==> src/rtl/mont_conv_pkg.sv <==
// Shared NTT definitions: modulus, coefficient width and the Montgomery
// conversion mode and FSM state types used by mont_conv.
`ifndef DATA_WIDTH
`define DATA_WIDTH 12
`endif
`ifndef Q
`define Q 3329
`endif

package mont_conv_pkg;

  localparam int DATA_WIDTH = `DATA_WIDTH;
  localparam int Q          = `Q;

  typedef enum logic {
    MONT_TO   = 1'b0,
    MONT_FROM = 1'b1
  } mont_mode_t;

  typedef enum logic [1:0] {
    IDLE = 2'd0,
    BUSY = 2'd1,
    DONE = 2'd2
  } mont_state_t;

endpackage

==> src/rtl/mont_step.sv <==
// One Montgomery conversion iteration: modular doubling (TO) or modular
// halving (FROM) of an accumulator that is always kept below Q.
module mont_step
  import mont_conv_pkg::*;
#(
  parameter int WIDTH = `DATA_WIDTH,
  parameter int Q     = `Q
) (
  input  mont_mode_t       mode,
  input  logic [WIDTH:0]   acc,
  output logic [WIDTH:0]   acc_next
);

  localparam logic [WIDTH:0] QW = (WIDTH + 1)'(Q);

  logic [WIDTH:0] dbl;
  logic [WIDTH:0] sum;

  // acc < Q, so both 2*acc and acc+Q stay below 2Q and fit in WIDTH+1 bits.
  always_comb begin
    dbl      = {acc[WIDTH-1:0], 1'b0};
    sum      = acc[0] ? (acc + QW) : acc;
    acc_next = '0;
    if (mode == MONT_TO) begin
      acc_next = (dbl >= QW) ? (dbl - QW) : dbl;
    end else begin
      acc_next = sum >> 1;
    end
  end

endmodule

==> src/rtl/mont_conv.sv <==
// Iterative conversion into (x*2^WIDTH mod Q) and out of (x*2^-WIDTH mod Q)
// the Montgomery domain, one bit per cycle, with valid/ready handshakes.
`ifndef DATA_WIDTH
`define DATA_WIDTH 12
`endif
`ifndef Q
`define Q 3329
`endif

module mont_conv
  import mont_conv_pkg::*;
#(
  parameter int WIDTH = `DATA_WIDTH,
  parameter int Q     = `Q
) (
  input  logic             clk,
  input  logic             rst,
  input  logic             in_valid,
  output logic             in_ready,
  input  logic             in_mode,
  input  logic [WIDTH-1:0] in_data,
  output logic             out_valid,
  input  logic             out_ready,
  output logic [WIDTH-1:0] out_data,
  output logic             busy
);

  localparam int              CW   = $clog2(WIDTH + 1);
  localparam logic [CW-1:0]   LAST = CW'(WIDTH - 1);
  localparam logic [WIDTH-1:0] QD  = WIDTH'(Q);

  mont_state_t    state;
  mont_mode_t     mode;
  logic [WIDTH:0] acc;
  logic [WIDTH:0] acc_next;
  logic [CW-1:0]  count;

  mont_step #(.WIDTH(WIDTH), .Q(Q)) u_step (
    .mode     (mode),
    .acc      (acc),
    .acc_next (acc_next)
  );

  // NOTE: every state register uses <= so all of them update from the same
  // pre-edge values; a blocking write here would leak into later reads.
  always_ff @(posedge clk or posedge rst) begin
    if (rst) begin
      state     <= IDLE;
      mode      <= MONT_TO;
      acc       <= '0;
      count     <= '0;
      in_ready  <= 1'b1;
      out_valid <= 1'b0;
      out_data  <= '0;
      busy      <= 1'b0;
    end else begin
      unique case (state)
        IDLE: begin
          if (in_valid) begin
            mode     <= mont_mode_t'(in_mode);
            // Q is congruent to 0; folding it here keeps acc < Q throughout.
            acc      <= (in_data == QD) ? '0 : {1'b0, in_data};
            count    <= '0;
            state    <= BUSY;
            in_ready <= 1'b0;
            busy     <= 1'b1;
          end
        end
        BUSY: begin
          acc   <= acc_next;
          count <= count + 1'b1;
          if (count == LAST) begin
            state     <= DONE;
            out_valid <= 1'b1;
            out_data  <= acc_next[WIDTH-1:0];
          end
        end
        DONE: begin
          if (out_ready) begin
            state     <= IDLE;
            out_valid <= 1'b0;
            busy      <= 1'b0;
            in_ready  <= 1'b1;
          end
        end
        default: begin
          state     <= IDLE;
          out_valid <= 1'b0;
          busy      <= 1'b0;
          in_ready  <= 1'b1;
        end
      endcase
    end
  end

endmodule

==> config.mk <==
export PLATFORM = sky130hd
export DESIGN_NAME = mont_conv
export DESIGN_NICKNAME = d
export VERILOG_FILES = /design/src/rtl/mont_conv_pkg.sv /design/src/rtl/mont_step.sv /design/src/rtl/mont_conv.sv
export SDC_FILE = /design/constraint.sdc
export NUM_CORES = 1
export LEC_CHECK = 0
export BUFFER_PORTS_ARGS = -buffer_cell sky130_fd_sc_hd__clkbuf_2
export CAP_MARGIN = 25
export CORE_MARGIN = 10
export CORE_UTILIZATION = 50
export DETAILED_ROUTE_END_ITERATION = 7
export PLACE_DENSITY = 0.71
export SLEW_MARGIN = 30
export SYNTH_ARGS = -nofsm -noshare
export SYNTH_HDL_FRONTEND = slang
export SYNTH_SLANG_ARGS = --single-unit
==> constraint.sdc <==
create_clock -name clk -period 4.67 [get_ports clk]
set_input_delay 0.7005 -clock clk [delete_from_list [all_inputs] [get_ports clk]]
set_output_delay 0.7005 -clock clk [all_outputs]
set_load 0.05 [all_outputs]
==> impl_metrics.env, run 1 <==
export IMPL_insertedDiodeCount=0
export IMPL_synth_top_cell_area_share_pct=35.6
export IMPL_grt_pass1_vias=2077
export IMPL_yosysWarnings=0
export IMPL_r2r_end="acc[10]"
export IMPL_hold_viol=0
export IMPL_setup_ws_ps=2410
export IMPL_yosys_top_cells_count="35 x nand2_1, 34 x dfrtp_1, 19 x nor2_1"
export IMPL_nets=314
export IMPL_routed_wl_um=6300
export IMPL_r2r_start="acc[0]"
export IMPL_ys_ff_latch=35
export IMPL_hp_class="input port to asynchronous set/reset pin"
export IMPL_yosysMostFrequentCell="nand2_1"
export IMPL_ys_async_sr_fraction_pct=100
export IMPL_yosysTopAreaCell="dfrtp_1"
export IMPL_synth_distinct_cells=65
export IMPL_port_buffers=31
export IMPL_cts_max_level=2
export IMPL_dieArea_sq_mm=0.00795
export IMPL_hold_worst_slack_ps=476
export IMPL_outcome="complete, no violations"
export IMPL_grt_use_met3_pct=5.56
export IMPL_grt_busiest_layer="met2"
export IMPL_hpwlAfterDp_um=4450
export IMPL_numCtsBuffers=5
export IMPL_utilization_pct=55.3
export IMPL_coreArea_sq_mm=0.00469
export IMPL_reg2reg_slack_ps=2410
export IMPL_drc=0
export IMPL_peakVddDrop_mv=0.409
export IMPL_synth_avg_cell_area_sq_um=8.76
export IMPL_antenna_found_initial=0
export IMPL_syn_nets=293
export IMPL_max_cap_violations=0
export IMPL_p_leak_nw=1.14
export IMPL_area_growth_syn_to_layout_pct=8.42
export IMPL_die_x_um=89.2
export IMPL_root_buffer="clkbuf_8"
export IMPL_period_share_pct=48.4
export IMPL_grt_ovfl_total=0
export IMPL_cp_data_required_time_ps=4840
export IMPL_endpoint_kind="register"
export IMPL_crit_type="register to register"
export IMPL_via_count=2167
export IMPL_dr_pass1_iters=4
export IMPL_grt_use_total_pct=16.8
export IMPL_start_util_pct=51.0
export IMPL_ios=32
export IMPL_worst_skew_pair_late_latency_ps=300
export IMPL_relSlewSlack_pct=50.8
export IMPL_grt_use_met2_pct=26.1
export IMPL_syn_cell_area_sq_mm=0.00239
export IMPL_cts_tree="yes"
export IMPL_ant_nets=0
export IMPL_startpoint_type="register"
export IMPL_synth_edf_count=0
export IMPL_num_rows=25
export IMPL_synthFlopType="dfrtp_1"
export IMPL_cts_clk_slew_worst_paths_ps=70
export IMPL_rsz0062_at_grt="no"
export IMPL_yosysSeqAreaShare_pct=36.7
export IMPL_netlist_top_cells_area="dfrtp_1 36%, nand2_1 5.5%, o21ai_0 3.6%"
export IMPL_grt_pass1_wl_um=10300
export IMPL_cts_hold_buf=0
export IMPL_power_density_mw_per_mm2=821
export IMPL_grt_max_degree=36
export IMPL_via_per_inst=6.21
export IMPL_worst_ep_arrival_time_ps=2430
export IMPL_maxSlewViolCount=0
export IMPL_clock_sinks=35
export IMPL_finalSetupViolCount=0
export IMPL_max_freq_mhz=443
export IMPL_endpoint="acc[10]"
export IMPL_startpoint="acc[0]"
export IMPL_crit_fanout=13
export IMPL_cts_repair_resized=0
export IMPL_period_needed_ps=2260
export IMPL_met1_usage_pct=21.0
export IMPL_worstMarginPinSlew_ps=735
export IMPL_clock_skew_final_ps=4.62
export IMPL_fill_cells=451
export IMPL_dpl_worst_slack_ps=2380
export IMPL_routabilityCongestion=0.906
export IMPL_postCtsSetupRepairBufs=0
export IMPL_drt_iter0_drc=313
export IMPL_syn_inst=273
export IMPL_clock_path_buffers=2
export IMPL_layout_drive_gt1_share_pct=21.0
export IMPL_routedWlPerCell_um=18.1
export IMPL_setup_tns_final_ps=0
export IMPL_die_height_um=89.2
export IMPL_reg2reg_depth=7
[layout make-up]
cell class              count  area, sq um  area share (%)
multi-input cells         209         1360            52.3
well taps                  54         67.6            2.60
clock inverters             1         5.00           0.193
repair buffers             34          178            6.85
inverters                   9         33.8            1.30
clock buffers               7         76.3            2.94
flip-flops and latches     35          877            33.8
[state kept, by name, summed over array words and instances, names as in the netlist]
register / cells
state: 2
busy: 1
out_data: 12
in_ready: 1
acc: 13
out_valid: 1
count: 4
mode: 1
[placed cells by master, fill, tap and decap left out, drive strengths merged, types with 4 or more instances in the layout]
| master | instances |
|---|---|
| a21oi | 13 |
| a22oi | 6 |
| and3 | 5 |
| clkbuf | 38 |
| dfrtp | 34 |
| inv | 8 |
| mux2 | 4 |
| mux2i | 4 |
| nand2 | 35 |
| nand2b | 5 |
| nand3 | 6 |
| nand4 | 8 |
| nor2 | 21 |
| nor2b | 5 |
| nor3 | 9 |
| o21ai | 23 |
| o22ai | 4 |
| o31ai | 10 |
| xnor2 | 8 |
[worst min-delay path by stage]
stage                       end   startpoint  slack [ps]
floorplan              count[3]     count[3]         440
global placement       count[3]     count[3]         460
detailed placement  out_data[7]  out_data[7]         470
CTS                 out_data[7]  out_data[7]         480
global route        out_data[5]  out_data[5]         500
finish              out_data[3]          rst         480
[critical path, cell delays in order, from the launching register on]
cell      delay (ps)
dfrtp_1          620
inv_1            160
ha_1             350
nor2b_1          180
o2111a_1         280
o31a_1           290
o21ai_0          150
o211ai_1         100
[through the flow]
stage,power (mW),cell area (sq um),std cells
final,2.13,2590,349
after global routing,2.30,2590,349
after CTS,2.13,2590,349
after detailed placement,1.90,2510,341
after global placement,1.89,2510,341
after floorplan,1.67,2390,273
[power by group]
| group | total (mW) | switching (mW) | internal (mW) | leakage, nW |
|---|---|---|---|---|
| Clock | 0.217 | 0.113 | 0.105 | 0.0422 |
| Combinational | 1.18 | 0.746 | 0.435 | 0.675 |
| Sequential | 0.730 | 0.277 | 0.453 | 0.422 |
| Total | 2.13 | 1.14 | 0.993 | 1.14 |
[cells by family after synthesis]
kind of cell,synth area share [%]
AO/OA/AOI/OAI,23.7
XOR/XNOR,3.30
adder cells (fa/ha/maj),1.57
buffers and inverters,6.64
flip-flops,36.7
multiplexers,3.71
AND/OR/NAND/NOR,24.4
[layer usage]
metal | vias up | wire [um]
li1 | 1037 | -
met1 | 1024 | 2610
met2 | 93 | 2980
met3 | 13 | 594
met4 | 0 | 120
met5 | - | 0
No activity file was read; power rests on OpenSTA's default activity.
==> inputs of run 2 (changes only) <==
--- a/config.mk
+++ b/config.mk
@@ -10,7 +10,7 @@
 export CORE_MARGIN = 10
 export CORE_UTILIZATION = 50
 export DETAILED_ROUTE_END_ITERATION = 7
-export PLACE_DENSITY = 0.71
+export PLACE_DENSITY = 0.73
 export SLEW_MARGIN = 30
 export SYNTH_ARGS = -nofsm -noshare
 export SYNTH_HDL_FRONTEND = slang
==> constraint.sdc (replaced) <==
create_clock -name clk -period 1.94 [get_ports clk]
set_input_delay 0.291 -clock clk [delete_from_list [all_inputs] [get_ports clk]]
set_output_delay 0.291 -clock clk [all_outputs]
set_load 0.05 [all_outputs]
==> impl_metrics.env, run 2 (synthesized netlist as in run 1, its figures left out) <==
export IMPL_outcome="complete, no violations"
export IMPL_hp_class="input port to asynchronous set/reset pin"
export IMPL_worst_ep_arrival_time_ps=2000
export IMPL_antenna_found_initial=0
export IMPL_insertedDiodeCount=0
export IMPL_port_buffers=31
export IMPL_power_density_mw_per_mm2=1960
export IMPL_worst_skew_pair_late_latency_ps=290
export IMPL_cts_clk_slew_worst_paths_ps=80
export IMPL_nets=334
export IMPL_met1_usage_pct=22.7
export IMPL_mostFrequentLayoutCells="35 x nand2_1, 34 x dfrtp_1, 31 x clkbuf_2, 22 x buf_4, 19 x nor2_1"
export IMPL_grt_use_met3_pct=4.10
export IMPL_peakVddDrop_mv=1.02
export IMPL_setup_tns_final_ps=0
export IMPL_die_height_um=89.2
export IMPL_postCtsSetupRepairBufs=0
export IMPL_endpoint_kind="register"
export IMPL_via_count=2307
export IMPL_period_share_pct=94.9
export IMPL_relSlewSlack_pct=50.4
export IMPL_startpoint_type="register"
export IMPL_dp_cells=361
export IMPL_clock_skew_final_ps=7.96
export IMPL_regMostFlops="acc"
export IMPL_grt_max_degree=36
export IMPL_dieArea_sq_mm=0.00795
export IMPL_reg2reg_slack_ps=100
export IMPL_max_freq_mhz=543
export IMPL_grt_pass1_wl_um=10800
export IMPL_cts_tree="yes"
export IMPL_finalSetupViolCount=0
export IMPL_numCtsBuffers=5
export IMPL_routedWlPerCell_um=17.6
export IMPL_rsz0062_at_grt="no"
export IMPL_drt_iter0_drc=320
export IMPL_area_growth_syn_to_layout_pct=15.9
export IMPL_root_buffer="clkbuf_8"
export IMPL_grt_busiest_layer="met2"
export IMPL_reg2reg_depth=6
export IMPL_period_needed_ps=1840
export IMPL_hpwlAfterDp_um=4840
export IMPL_max_cap_violations=0
export IMPL_cp_data_required_time_ps=2100
export IMPL_ios=32
export IMPL_dr_pass1_iters=5
export IMPL_crit_fanout=6
export IMPL_instances_no_fill=369
export IMPL_coreArea_sq_mm=0.00469
export IMPL_p_leak_nw=1.24
export IMPL_maxSlewViolCount=0
export IMPL_worstMarginPinSlew_ps=741
export IMPL_drc=0
export IMPL_die_x_um=89.2
export IMPL_r2r_end="acc[8]"
export IMPL_num_rows=25
export IMPL_routed_wl_um=6480
export IMPL_layout_commonest_cell="nand2_1"
export IMPL_grt_use_total_pct=17.3
export IMPL_hold_viol=0
export IMPL_grt_use_met2_pct=27.5
export IMPL_clock_path_buffers=2
export IMPL_r2r_start="acc[2]"
export IMPL_cts_hold_buf=0
export IMPL_grt_ovfl_total=0
export IMPL_grt_pass1_vias=2209
export IMPL_largest_reg_flops=13
export IMPL_clock_sinks=35
export IMPL_layout_drive_gt1_share_pct=26.7
export IMPL_via_per_inst=6.25
export IMPL_start_util_pct=51.0
export IMPL_ant_nets=0
export IMPL_crit_type="register to register"
export IMPL_cts_max_level=2
export IMPL_routabilityCongestion=0.895
export IMPL_reg_top3="acc: 13 flops, out_data: 12 flops, count: 4 flops"
==> run 2: how the worst max path moves through the flow <==
stage | start | to | cells after the start
6_report | acc[2] | acc[8] | 6
5_1_grt | state[1] | acc[11] | 6
4_1_cts | acc[2] | acc[7] | 4
3_5_place_dp | acc[2] | acc[7] | 4
3_3_place_gp | acc[5] | out_data[9] | 5
2_1_floorplan | acc[0] | out_data[7] | 7
==> run 2: stage by stage <==
step / hold WS (ps) / worst slack (ps) / util (%) / area, sq um / total power [mW]
global placement: 395 / 165 / 57.0 / 2680 / 4.83
detailed placement: 411 / 128 / 57.0 / 2680 / 4.87
global route: 123 / 9.34 / 59.1 / 2770 / 5.88
CTS: 91.8 / 115 / 58.8 / 2760 / 5.42
finish: 79.6 / 99.5 / 59.1 / 2770 / 5.44
floorplan: 408 / 35.0 / - / 2390 / 4.03
==> run 2: what timing repair did <==
item,CTS,global route
setup endpoints to repair,0,5
resized for setup,0,3
endpoints found under the hold margin,0,0
==> run 2: critical path, stage by stage, from the launching register on <==
cell and delay (ps):
dfrtp_1 440, nor3_2 360, buf_4 190, nand2_1 40
o21ai_0 240, mux2i_1 340, o21ai_1 100
==> run 2: per-layer routing <==
layer  vias to the layer above  routed length (um)
met4                         0                 157
li1                       1085                   -
met2                       105                3080
met3                        18                 474
met5                         -                   0
met1                      1099                2770
==> run 2: report_power, final <==
part	internal [mW]	leakage (nW)	switching, mW
clock network	0.251	0.0412	0.283
logic	1.29	0.772	2.13
registers	1.09	0.422	0.398
==> run 2: area by class of cell <==
type	count	area (sq um)
fill	418	1920
multi-input combinational	209	1370
sequential	35	877
timing repair buffer	54	340
clock buffer	6	72.6
tap	54	67.6
inverter	9	33.8
clock inverter	2	12.5
==> inputs of run 3 (changes only) <==
--- a/config.mk
+++ b/config.mk
@@ -5,12 +5,13 @@
 export SDC_FILE = /design/constraint.sdc
 export NUM_CORES = 1
 export LEC_CHECK = 0
+export ABC_AREA = 1
 export BUFFER_PORTS_ARGS = -buffer_cell sky130_fd_sc_hd__clkbuf_2
 export CAP_MARGIN = 25
 export CORE_MARGIN = 10
 export CORE_UTILIZATION = 50
 export DETAILED_ROUTE_END_ITERATION = 7
-export PLACE_DENSITY = 0.73
+export PLACE_DENSITY = 0.74
 export SLEW_MARGIN = 30
 export SYNTH_ARGS = -nofsm -noshare
 export SYNTH_HDL_FRONTEND = slang
==> impl_metrics.env, run 3 <==
export IMPL_outcome="complete, no violations"
export IMPL_worst_skew_pair_late_latency_ps=300
export IMPL_layout_drive_gt1_share_pct=18.4
export IMPL_via_count=2310
export IMPL_grt_max_degree=36
export IMPL_crit_type="register to register"
export IMPL_syn_nets=358
export IMPL_yosys_top_cells_count="132 x nand2_1, 44 x nand3_1, 34 x dfrtp_1"
export IMPL_postCtsSetupRepairBufs=0
export IMPL_layout_commonest_cell="nand2_1"
export IMPL_p_leak_nw=1.42
export IMPL_swShare_pct=54.1
export IMPL_net_switching_power_mw=2.92
export IMPL_yosysTopAreaCell="dfrtp_1"
export IMPL_period_share_pct=92.3
export IMPL_max_cap_violations=0
export IMPL_routabilityCongestion=0.901
export IMPL_regMostFlops="acc"
export IMPL_nets=393
export IMPL_crit_chain="inv_1 -> ha_1 -> inv_1 -> nor2_4 -> nand2_2 -> nand2_4 -> nand2_4 -> nand2_1 -> nand2_1 -> nand3_1 -> nand2_1 -> nand2_1 -> nand2_1"
export IMPL_power_frac_clock_pct=13.0
export IMPL_reg_top3="acc: 13 flops, out_data: 12 flops, count: 4 flops"
export IMPL_setup_tns_final_ps=0
export IMPL_hp_class="input port to asynchronous set/reset pin"
export IMPL_grt_use_total_pct=16.7
export IMPL_ios=32
export IMPL_clock_skew_final_ps=8.72
export IMPL_ys_async_sr_fraction_pct=100
export IMPL_synth_top_cell_area_share_pct=36.7
export IMPL_reg2reg_slack_ps=150
export IMPL_die_x_um=88.1
export IMPL_largest_reg_flops=13
export IMPL_hold_viol=0
export IMPL_synthFlopType="dfrtp_1"
export IMPL_slowest_stage="dfrtp_1"
export IMPL_root_buffer="clkbuf_8"
export IMPL_cts_clk_slew_worst_paths_ps=80
export IMPL_finalSetupViolCount=0
export IMPL_share_comb_of_total_power_pct=60.3
export IMPL_grt_pass1_vias=2260
export IMPL_num_rows=24
export IMPL_fin_area_sq_mm=0.00264
export IMPL_start_util_pct=52.5
export IMPL_worstMarginPinSlew_ps=463
export IMPL_port_buffers=31
export IMPL_clock_sinks=35
export IMPL_synth_distinct_cells=39
export IMPL_cpPeakStageDelay_ps=440
export IMPL_yosysWarnings=0
export IMPL_max_freq_mhz=559
export IMPL_maxSlewViolCount=0
export IMPL_rsz0062_at_grt="no"
export IMPL_cts_hold_buf=0
export IMPL_yosysMostFrequentCell="nand2_1"
export IMPL_cpMostUsedCell="nand2_1"
export IMPL_placed_area_sq_mm=0.00252
export IMPL_period_needed_ps=1790
export IMPL_numCtsBuffers=5
export IMPL_crit_fanout=17
export IMPL_routed_wl_um=6190
export IMPL_die_height_um=88.1
export IMPL_antenna_found_initial=0
export IMPL_area_growth_syn_to_layout_pct=14.1
export IMPL_cp_data_required_time_ps=2140
export IMPL_clock_path_buffers=2
export IMPL_r2r_start="acc[1]"
export IMPL_dieArea_sq_mm=0.00775
export IMPL_yosysSeqAreaShare_pct=37.9
export IMPL_ant_nets=0
export IMPL_cts_max_level=2
export IMPL_routedWlPerCell_um=14.5
export IMPL_netlist_top_cells_area="dfrtp_1 37%, nand2_1 21%, nand3_1 9.5%"
export IMPL_r2r_end="acc[4]"
export IMPL_coreArea_sq_mm=0.00441
export IMPL_synth_edf_count=0
export IMPL_endpoint="acc[4]"
export IMPL_drt_iter0_drc=173
export IMPL_relSlewSlack_pct=68.9
export IMPL_synth_avg_cell_area_sq_um=6.85
export IMPL_ys_ff_latch=35
export IMPL_via_per_inst=5.42
export IMPL_reg2reg_depth=13
export IMPL_insertedDiodeCount=0
export IMPL_grt_ovfl_total=0
export IMPL_worst_ep_arrival_time_ps=1990
export IMPL_peakVddDrop_mv=1.15
export IMPL_p_int_mw=2.48
export IMPL_hpwlAfterDp_um=4670
export IMPL_cts_tree="yes"
export IMPL_mostFrequentLayoutCells="132 x nand2_1, 44 x nand3_1, 34 x dfrtp_1, 31 x clkbuf_2, 30 x inv_1"
export IMPL_startpoint="acc[1]"
export IMPL_drc=0
export IMPL_grt_pass1_wl_um=10400
export IMPL_p_seq_share_pct=26.6
export IMPL_syn_cell_area_sq_mm=0.00232
export IMPL_cts_repair_resized=0
export IMPL_endpoint_kind="register"
export IMPL_dr_pass1_iters=6
export IMPL_startpoint_type="register"
export IMPL_power_density_mw_per_mm2=2040
export IMPL_syn_inst=338
run 3: cell types whose count changed in the layout (fill, tap and decap cells not counted), sizes merged, moves of 7 or more:
cell and change:
xnor2 -8, inv +30, buf -16, nand4 -7, nand3 +39, nand2 +103, a21oi -10, o31ai -9
run 3: layout make-up:
cell class,count,area (sq um)
multi-input combinational,254,1220
inverter,39,151
timing repair buffer,38,208
tap,52,65.1
sequential,35,877
clock buffer,6,82.6
clock inverter,2,35.0
fill,400,1770
run 3: cells by family (layout without fill, tap and decap cells):
family	Yosys count	after routing	synth area share, %
xor+xnor	3	3	1.13
fa+ha+maj	3	3	1.62
buf+inv	49	85	9.29
compound gates	34	34	8.97
simple gates	214	214	41.1
flops	35	35	37.9
run 3: metal layers:
layer | track usage, % | wire length [um] | vias up
met3 | 4.83 | 311 | 18
met1 | 20.9 | 2730 | 1062
met2 | 27.0 | 3030 | 79
li1 | - | - | 1151
met5 | 0 | 0 | -
met4 | 5.28 | 113 | 0
run 3: worst min-delay path by stage:
| stage | end | slack (ps) | cells after the start |
|---|---|---|---|
| after global placement | busy | 400 | 3 |
| after CTS | acc[1] | 80 | 3 |
| after floorplan | state[1] | 400 | 1 |
| after global routing | busy | 110 | 3 |
| after detailed placement | busy | 400 | 3 |
| final | count[1] | 70 | 3 |
run 3: worst max-delay path: cells and delay by family (launching register included):
family | cells | cell delay [ps]
fa+ha+maj | 1 | 200
buf+inv | 2 | 200
flops | 1 | 440
simple gates | 10 | 850
run 3: per-stage QoR:
stage                     utilization, %  worst slack (ps)  hold slack [ps]  power [mW]  cells
final                               59.9               150             65.4        5.40    426
after global routing                59.9              17.5              111        5.88    426
after CTS                           59.9               167             82.7        5.38    426
after detailed placement            57.2               189              398        4.67    418
after global placement              57.2               239              397        4.62    418
after floorplan                        -               295              398        3.94    338
run 3: power by group through the flow:
stage               Sequential [mW]  Combinational, mW  Clock [mW]
global placement               1.44               3.19           0
finish                         1.44               3.26       0.704
global route                   1.49               3.65       0.737
CTS                            1.43               3.25       0.703
detailed placement             1.44               3.23           0
floorplan                      1.83               2.11           0
